$ cat src/rtl/mem_pkg.sv
// Shared definitions for the memory access controller: state encoding,
// default RAM geometry and the wait-state counter width.
package mem_pkg;

  localparam int MEM_ADDR_W = 9;
  localparam int MEM_DATA_W = 32;
  localparam int WAIT_CNT_W = 4;

  typedef enum logic [1:0] {
    IDLE   = 2'd0,
    WAIT   = 2'd1,
    ACCESS = 2'd2,
    DONE   = 2'd3
  } mem_state_e;

  function automatic logic addr_protected(input logic [31:0] addr, input logic [31:0] limit);
    return (addr < limit);
  endfunction

endpackage

$ cat src/rtl/mem_ctrl_if.sv
// Control-unit side request/response bundle of the memory access controller.
interface mem_ctrl_if
  import mem_pkg::*;
#(
  parameter int ADDR_W = MEM_ADDR_W,
  parameter int DATA_W = MEM_DATA_W
);
  logic              req;
  logic              we;
  logic [DATA_W-1:0] addr_in;
  logic [DATA_W-1:0] wdata_in;
  logic              busy;
  logic              done;
  logic [DATA_W-1:0] mdr_out;
  logic [ADDR_W-1:0] mar_out;
  logic              prot_err;

  modport master (
    output req, we, addr_in, wdata_in,
    input  busy, done, mdr_out, mar_out, prot_err
  );

  modport slave (
    input  req, we, addr_in, wdata_in,
    output busy, done, mdr_out, mar_out, prot_err
  );
endinterface

$ cat src/rtl/mem_ctrl.sv
// Memory access controller owning MAR/MDR, with programmable wait states.
// Optional write protection of the low address window: MEM_PROTECT_EN.
module mem_ctrl
  import mem_pkg::*;
#(
  parameter int ADDR_W      = MEM_ADDR_W,
  parameter int DATA_W      = MEM_DATA_W,
  parameter int WAIT_CYCLES = 1,
  parameter int PROT_LIMIT  = 128
) (
  input  logic              clk,
  input  logic              reset,
  mem_ctrl_if.slave         bus,
  output logic              ram_wr_en,
  output logic [ADDR_W-1:0] ram_r_addr,
  output logic [ADDR_W-1:0] ram_w_addr,
  output logic [DATA_W-1:0] ram_w_data,
  input  logic [DATA_W-1:0] ram_r_data
);

  localparam logic HAS_WAIT = (WAIT_CYCLES > 0);
  localparam logic [WAIT_CNT_W-1:0] WAIT_INIT =
    (WAIT_CYCLES > 0) ? WAIT_CNT_W'(WAIT_CYCLES - 1) : {WAIT_CNT_W{1'b0}};
`ifdef MEM_PROTECT_EN
  localparam logic PROT_ON = 1'b1;
`else
  localparam logic PROT_ON = 1'b0;
`endif

  mem_state_e              state_r, state_s;
  logic [ADDR_W-1:0]       mar_r, mar_s;
  logic [DATA_W-1:0]       mdr_r, mdr_s;
  logic                    we_r, we_s;
  logic [WAIT_CNT_W-1:0]   cnt_r, cnt_s;
  logic                    prot_hit_s;
  logic                    addr_hi_unused_s;

  // Upper address bits alias silently onto the RAM.
  assign addr_hi_unused_s = ^bus.addr_in[DATA_W-1:ADDR_W];

  // Next-state, MAR/MDR capture and wait-counter update.
  always_comb begin
    state_s = state_r;
    mar_s   = mar_r;
    mdr_s   = mdr_r;
    we_s    = we_r;
    cnt_s   = cnt_r;
    case (state_r)
      IDLE: begin
        if (bus.req) begin
          mar_s = bus.addr_in[ADDR_W-1:0];
          we_s  = bus.we;
          if (bus.we) begin
            mdr_s = bus.wdata_in;
          end else begin
            mdr_s = mdr_r;
          end
          if (HAS_WAIT) begin
            state_s = WAIT;
            cnt_s   = WAIT_INIT;
          end else begin
            state_s = ACCESS;
            cnt_s   = {WAIT_CNT_W{1'b0}};
          end
        end else begin
          state_s = IDLE;
        end
      end
      WAIT: begin
        if (cnt_r == {WAIT_CNT_W{1'b0}}) begin
          state_s = ACCESS;
        end else begin
          cnt_s = cnt_r - WAIT_CNT_W'(1);
        end
      end
      ACCESS: begin
        state_s = DONE;
        if (!we_r) begin
          mdr_s = ram_r_data;
        end else begin
          mdr_s = mdr_r;
        end
      end
      DONE: begin
        state_s = IDLE;
      end
      default: begin
        state_s = IDLE;
      end
    endcase
  end

  // State and datapath registers with synchronous reset.
  always_ff @(posedge clk) begin
    if (reset) begin
      state_r <= IDLE;
      mar_r   <= {ADDR_W{1'b0}};
      mdr_r   <= {DATA_W{1'b0}};
      we_r    <= 1'b0;
      cnt_r   <= {WAIT_CNT_W{1'b0}};
    end else begin
      state_r <= state_s;
      mar_r   <= mar_s;
      mdr_r   <= mdr_s;
      we_r    <= we_s;
      cnt_r   <= cnt_s;
    end
  end

  // Store strobe stays combinational so the RAM samples it at the ACCESS exit edge.
  assign prot_hit_s   = PROT_ON & addr_protected(32'(mar_r), 32'(PROT_LIMIT));
  assign ram_wr_en    = (state_r == ACCESS) && we_r && !prot_hit_s;
  assign bus.prot_err = (state_r == ACCESS) && we_r && prot_hit_s;
  assign bus.busy     = (state_r != IDLE);
  assign bus.done     = (state_r == DONE);
  assign bus.mar_out  = mar_r;
  assign bus.mdr_out  = mdr_r;
  assign ram_r_addr   = mar_r;
  assign ram_w_addr   = mar_r;
  assign ram_w_data   = mdr_r;

endmodule
$ cat src/flat_wrapper.sv
// flat-port wrapper written by rule: the top's interface ports become plain ports
module mem_ctrl_flat import mem_pkg::*;
#(
  parameter int ADDR_W      = MEM_ADDR_W,
  parameter int DATA_W      = MEM_DATA_W,
  parameter int WAIT_CYCLES = 1,
  parameter int PROT_LIMIT  = 128
)
  (clk, reset, ram_wr_en, ram_r_addr, ram_w_addr, ram_w_data, ram_r_data, bus_req, bus_we, bus_addr_in, bus_wdata_in, bus_busy, bus_done, bus_mdr_out, bus_mar_out, bus_prot_err);
  mem_ctrl_if #(.ADDR_W(ADDR_W), .DATA_W(DATA_W)) bus_i ();
  input  logic clk;
  input  logic reset;
  output logic ram_wr_en;
  output logic [ADDR_W-1:0] ram_r_addr;
  output logic [ADDR_W-1:0] ram_w_addr;
  output logic [DATA_W-1:0] ram_w_data;
  input  logic [DATA_W-1:0] ram_r_data;
  input wire logic [$bits(bus_i.req)-1:0] bus_req;
  input wire logic [$bits(bus_i.we)-1:0] bus_we;
  input wire logic [$bits(bus_i.addr_in)-1:0] bus_addr_in;
  input wire logic [$bits(bus_i.wdata_in)-1:0] bus_wdata_in;
  output wire logic [$bits(bus_i.busy)-1:0] bus_busy;
  output wire logic [$bits(bus_i.done)-1:0] bus_done;
  output wire logic [$bits(bus_i.mdr_out)-1:0] bus_mdr_out;
  output wire logic [$bits(bus_i.mar_out)-1:0] bus_mar_out;
  output wire logic [$bits(bus_i.prot_err)-1:0] bus_prot_err;
  assign bus_i.req = bus_req;
  assign bus_i.we = bus_we;
  assign bus_i.addr_in = bus_addr_in;
  assign bus_i.wdata_in = bus_wdata_in;
  assign bus_busy = bus_i.busy;
  assign bus_done = bus_i.done;
  assign bus_mdr_out = bus_i.mdr_out;
  assign bus_mar_out = bus_i.mar_out;
  assign bus_prot_err = bus_i.prot_err;
  mem_ctrl #(.ADDR_W(ADDR_W), .DATA_W(DATA_W), .WAIT_CYCLES(WAIT_CYCLES), .PROT_LIMIT(PROT_LIMIT)) u_core (.clk(clk), .reset(reset), .bus(bus_i), .ram_wr_en(ram_wr_en), .ram_r_addr(ram_r_addr), .ram_w_addr(ram_w_addr), .ram_w_data(ram_w_data), .ram_r_data(ram_r_data));
endmodule
$ cat config.mk
export PLATFORM = sky130hd
export DESIGN_NAME = mem_ctrl_flat
export DESIGN_NICKNAME = d
export VERILOG_FILES = /design/src/rtl/mem_pkg.sv /design/src/rtl/mem_ctrl_if.sv /design/src/rtl/mem_ctrl.sv /design/src/flat_wrapper.sv
export SDC_FILE = /design/constraint.sdc
export NUM_CORES = 1
export LEC_CHECK = 0
export ABC_AREA = 1
export ABC_CLOCK_PERIOD_IN_PS = 1730
export BUFFER_PORTS_ARGS = -buffer_cell sky130_fd_sc_hd__clkbuf_2
export CAP_MARGIN = 20
export CELL_PAD_IN_SITES_DETAIL_PLACEMENT = 1
export CELL_PAD_IN_SITES_GLOBAL_PLACEMENT = 2
export CORE_AREA = 2 2 123 125
export DETAILED_ROUTE_END_ITERATION = 7
export DIE_AREA = 0 0 125 127
export GPL_TIMING_DRIVEN = 0
export PLACE_DENSITY = 0.88
export REMOVE_ABC_BUFFERS = 1
export SLEW_MARGIN = 20
export SYNTH_ARGS = -nofsm -noshare
export SYNTH_HDL_FRONTEND = slang
export SYNTH_SLANG_ARGS = --single-unit
$ cat constraint.sdc
create_clock -name clk -period 1.73 [get_ports clk]
set_input_delay 0.519 -clock clk [delete_from_list [all_inputs] [get_ports clk]]
set_output_delay 0.519 -clock clk [all_outputs]
set_load 0.02 [all_outputs]
==> metrics <==
Worst-path clk slew 70 ps; DRC viols 0; Final Instance Area 3797 um2; Placement Cell Area 3306 um2; CP Launch Type register; CTS tree done; row count 44; via count 3,030; clock root buffer master clkbuf_16; share of cells above drive strength 1 40.34%; hold path endpoint u_core.we_r; reg2reg path depth 8; die area 15,880 um2; Sum Neg Setup Slack 0 ps; Mean Syn Cell Area 6.691 um2; Post-synth EDFFs 0; count of final setup violators 0; clk_skew 9.408 ps; main flop type after synthesis dfxtp_1; GRT overflow 0; Die X 125 um; Max FO, Critical Path 4; Crit Reg-Reg Startpoint u_core.state_r[0]; Worst R2R Setup Slack 80 ps; PortBufs 170; minimum clock period 1686 ps; CP arrival 1170 ps; sequential share of the synthesized area 35.38%; yosys warns 0; Initial Util 18.83%; Post-Syn Instances 406; io pins 195; Final Hold Viols 0; vias in the first global route 2,900; Unique masters post-synth 17; total CTS buffers 5; Fin Hold WS 471.7 ps; mapped cell area 2716 um2; leading area contributor after synthesis dfxtp_1; post-route insts no fill 717; initial DRC count 75; HP Class in -> reg; clock sink count 48; area share of the largest cell type after synthesis 35.38%; Async S/R FF share, synth 0%; PD cells 1537 nW/um2; Power Total 5.837 mW; Final period util 97.44%; synth-to-layout area growth 39.80%; Critical Path RT 1210 ps; maximum vdd drop 0.4847 mV; register bit total from synthesis 48; initial antenna violation count 0; Vias per Instance 4.226; htree depth 2; placed instance count 687; dpl ws -2026 ps; count leader, synth nand2_1; WL final 10,430 um; Peak Freq 593.2 MHz; Final nets 638; critical path class reg -> out; largest cells by area after synthesis dfxtp_1, nand2_1, buf_4; crit end category output pin; Post-DRT Antenna Nets 0; DR WL/cell 14.55 um; outcome finished clean; fin util 26.33%; Hold Crit Start bus_req; Reg-to-Reg End u_core.bus.mdr_out[31]; number of max-cap violations 0; DP HPWL 6301 um; Setup WS post-layout 44.28 ps; Max Slew Vio Count 0; Core Box Area 14,420 um2; Die Y 127 um; commonest cells in the synthesized netlist nand2_1, buf_4, dfxtp_1; global-route wire length before repair 15,530 um; pin count of the biggest net entering global routing 36; TritonRoute pass-1 iters 4; Tot GR Track Use 12.64%; Worst-Skew Late Latency 300 ps; n_diodes 0; Clock Tree Buf Depth 2; hold path cells 2; Placer Congestion 0.7725; static leakage 1.965 nW
## cell type report
type / instances / area, um2
inverters: 15 / 61.31
multi-input cells: 273 / 1301
well taps: 184 / 230.2
clock buffers: 7 / 142.6
flip-flops and latches: 48 / 965.9
clock inverters: 1 / 7.507
repair buffers: 189 / 1089
fillers: 1827 / 10630
## placed cells by master, fill, tap and decap left out, drive strengths merged
master,n
a21oi,36
conb,1
clkinvlp,1
nor2,32
dfxtp,48
nand3,38
nand2,145
ha,6
inv,15
o21ai,15
buf,20
clkbuf,176
## per-layer routing
| layer | GRT usage (%) | share of wire [%] | vias up | wire [um] |
|---|---|---|---|---|
| met5 | 0 | 0 | - | 0 |
| met4 | 4.314 | 1.6 | 0 | 164 |
| met3 | 3.224 | 7.3 | 14 | 757 |
| met2 | 22.73 | 48 | 139 | 5036 |
| met1 | 14.62 | 43 | 1400 | 4475 |
| li1 | - | - | 1477 | - |
## where the power goes
group	leakage [nW]	internal (mW)	total, mW	switching (mW)
logic	1.50	1.14	3.21	2.07
registers	0.395	1.37	1.60	0.228
clock network	0.0701	0.577	1.03	0.451
## kinds of logic (layout without fill, tap and decap cells)
group	Yosys count	after routing	synth area share, %
DFF	48	48	35.38
buffers and inverters	88	212	20.27
other	1	1	0.1381
AOI/OAI and AO/OA	50	51	9.627
adders and majority gates	6	6	2.764
and+or+nand+nor	213	215	31.83
## worst max path at each step
stage / from / cells past startpoint / to / slack, ps
after global placement: u_core.state_r[0] / 7 / u_core.bus.mdr_out[24] / -2550
after detailed placement: u_core.state_r[0] / 7 / u_core.bus.mdr_out[11] / -2030
after CTS: u_core.state_r[0] / 5 / ram_wr_en / 0.08
final: u_core.state_r[0] / 5 / ram_wr_en / 40
after floorplan: u_core.state_r[0] / 7 / u_core.bus.mdr_out[0] / -990
after global routing: u_core.state_r[0] / 8 / u_core.bus.mdr_out[31] / -10
## registers in the layout (all words and copies together), names as in the netlist
| register | cells |
|---|---|
| u_core.bus.mdr_out | 32 |
| u_core.we_r | 1 |
| u_core.bus.mar_out | 9 |
| u_core.state_r | 2 |
| u_core.cnt_r | 4 |
## timing repair
item,4_1_cts,5_1_grt
gates resized for setup,23,7
buffers inserted,13,6
endpoints found under the setup margin,39,48
cloned,2,1
pin swaps,5,4
hold buffers,0,0
## worst max-delay path, stage by stage, from the launching register on
cell and delay, ps:
dfxtp_2 340, inv_4 70, ha_4 190, nand2_2 60
inv_2 90, buf_8 120
Note: power is estimated with default switching activity, not from simulation.
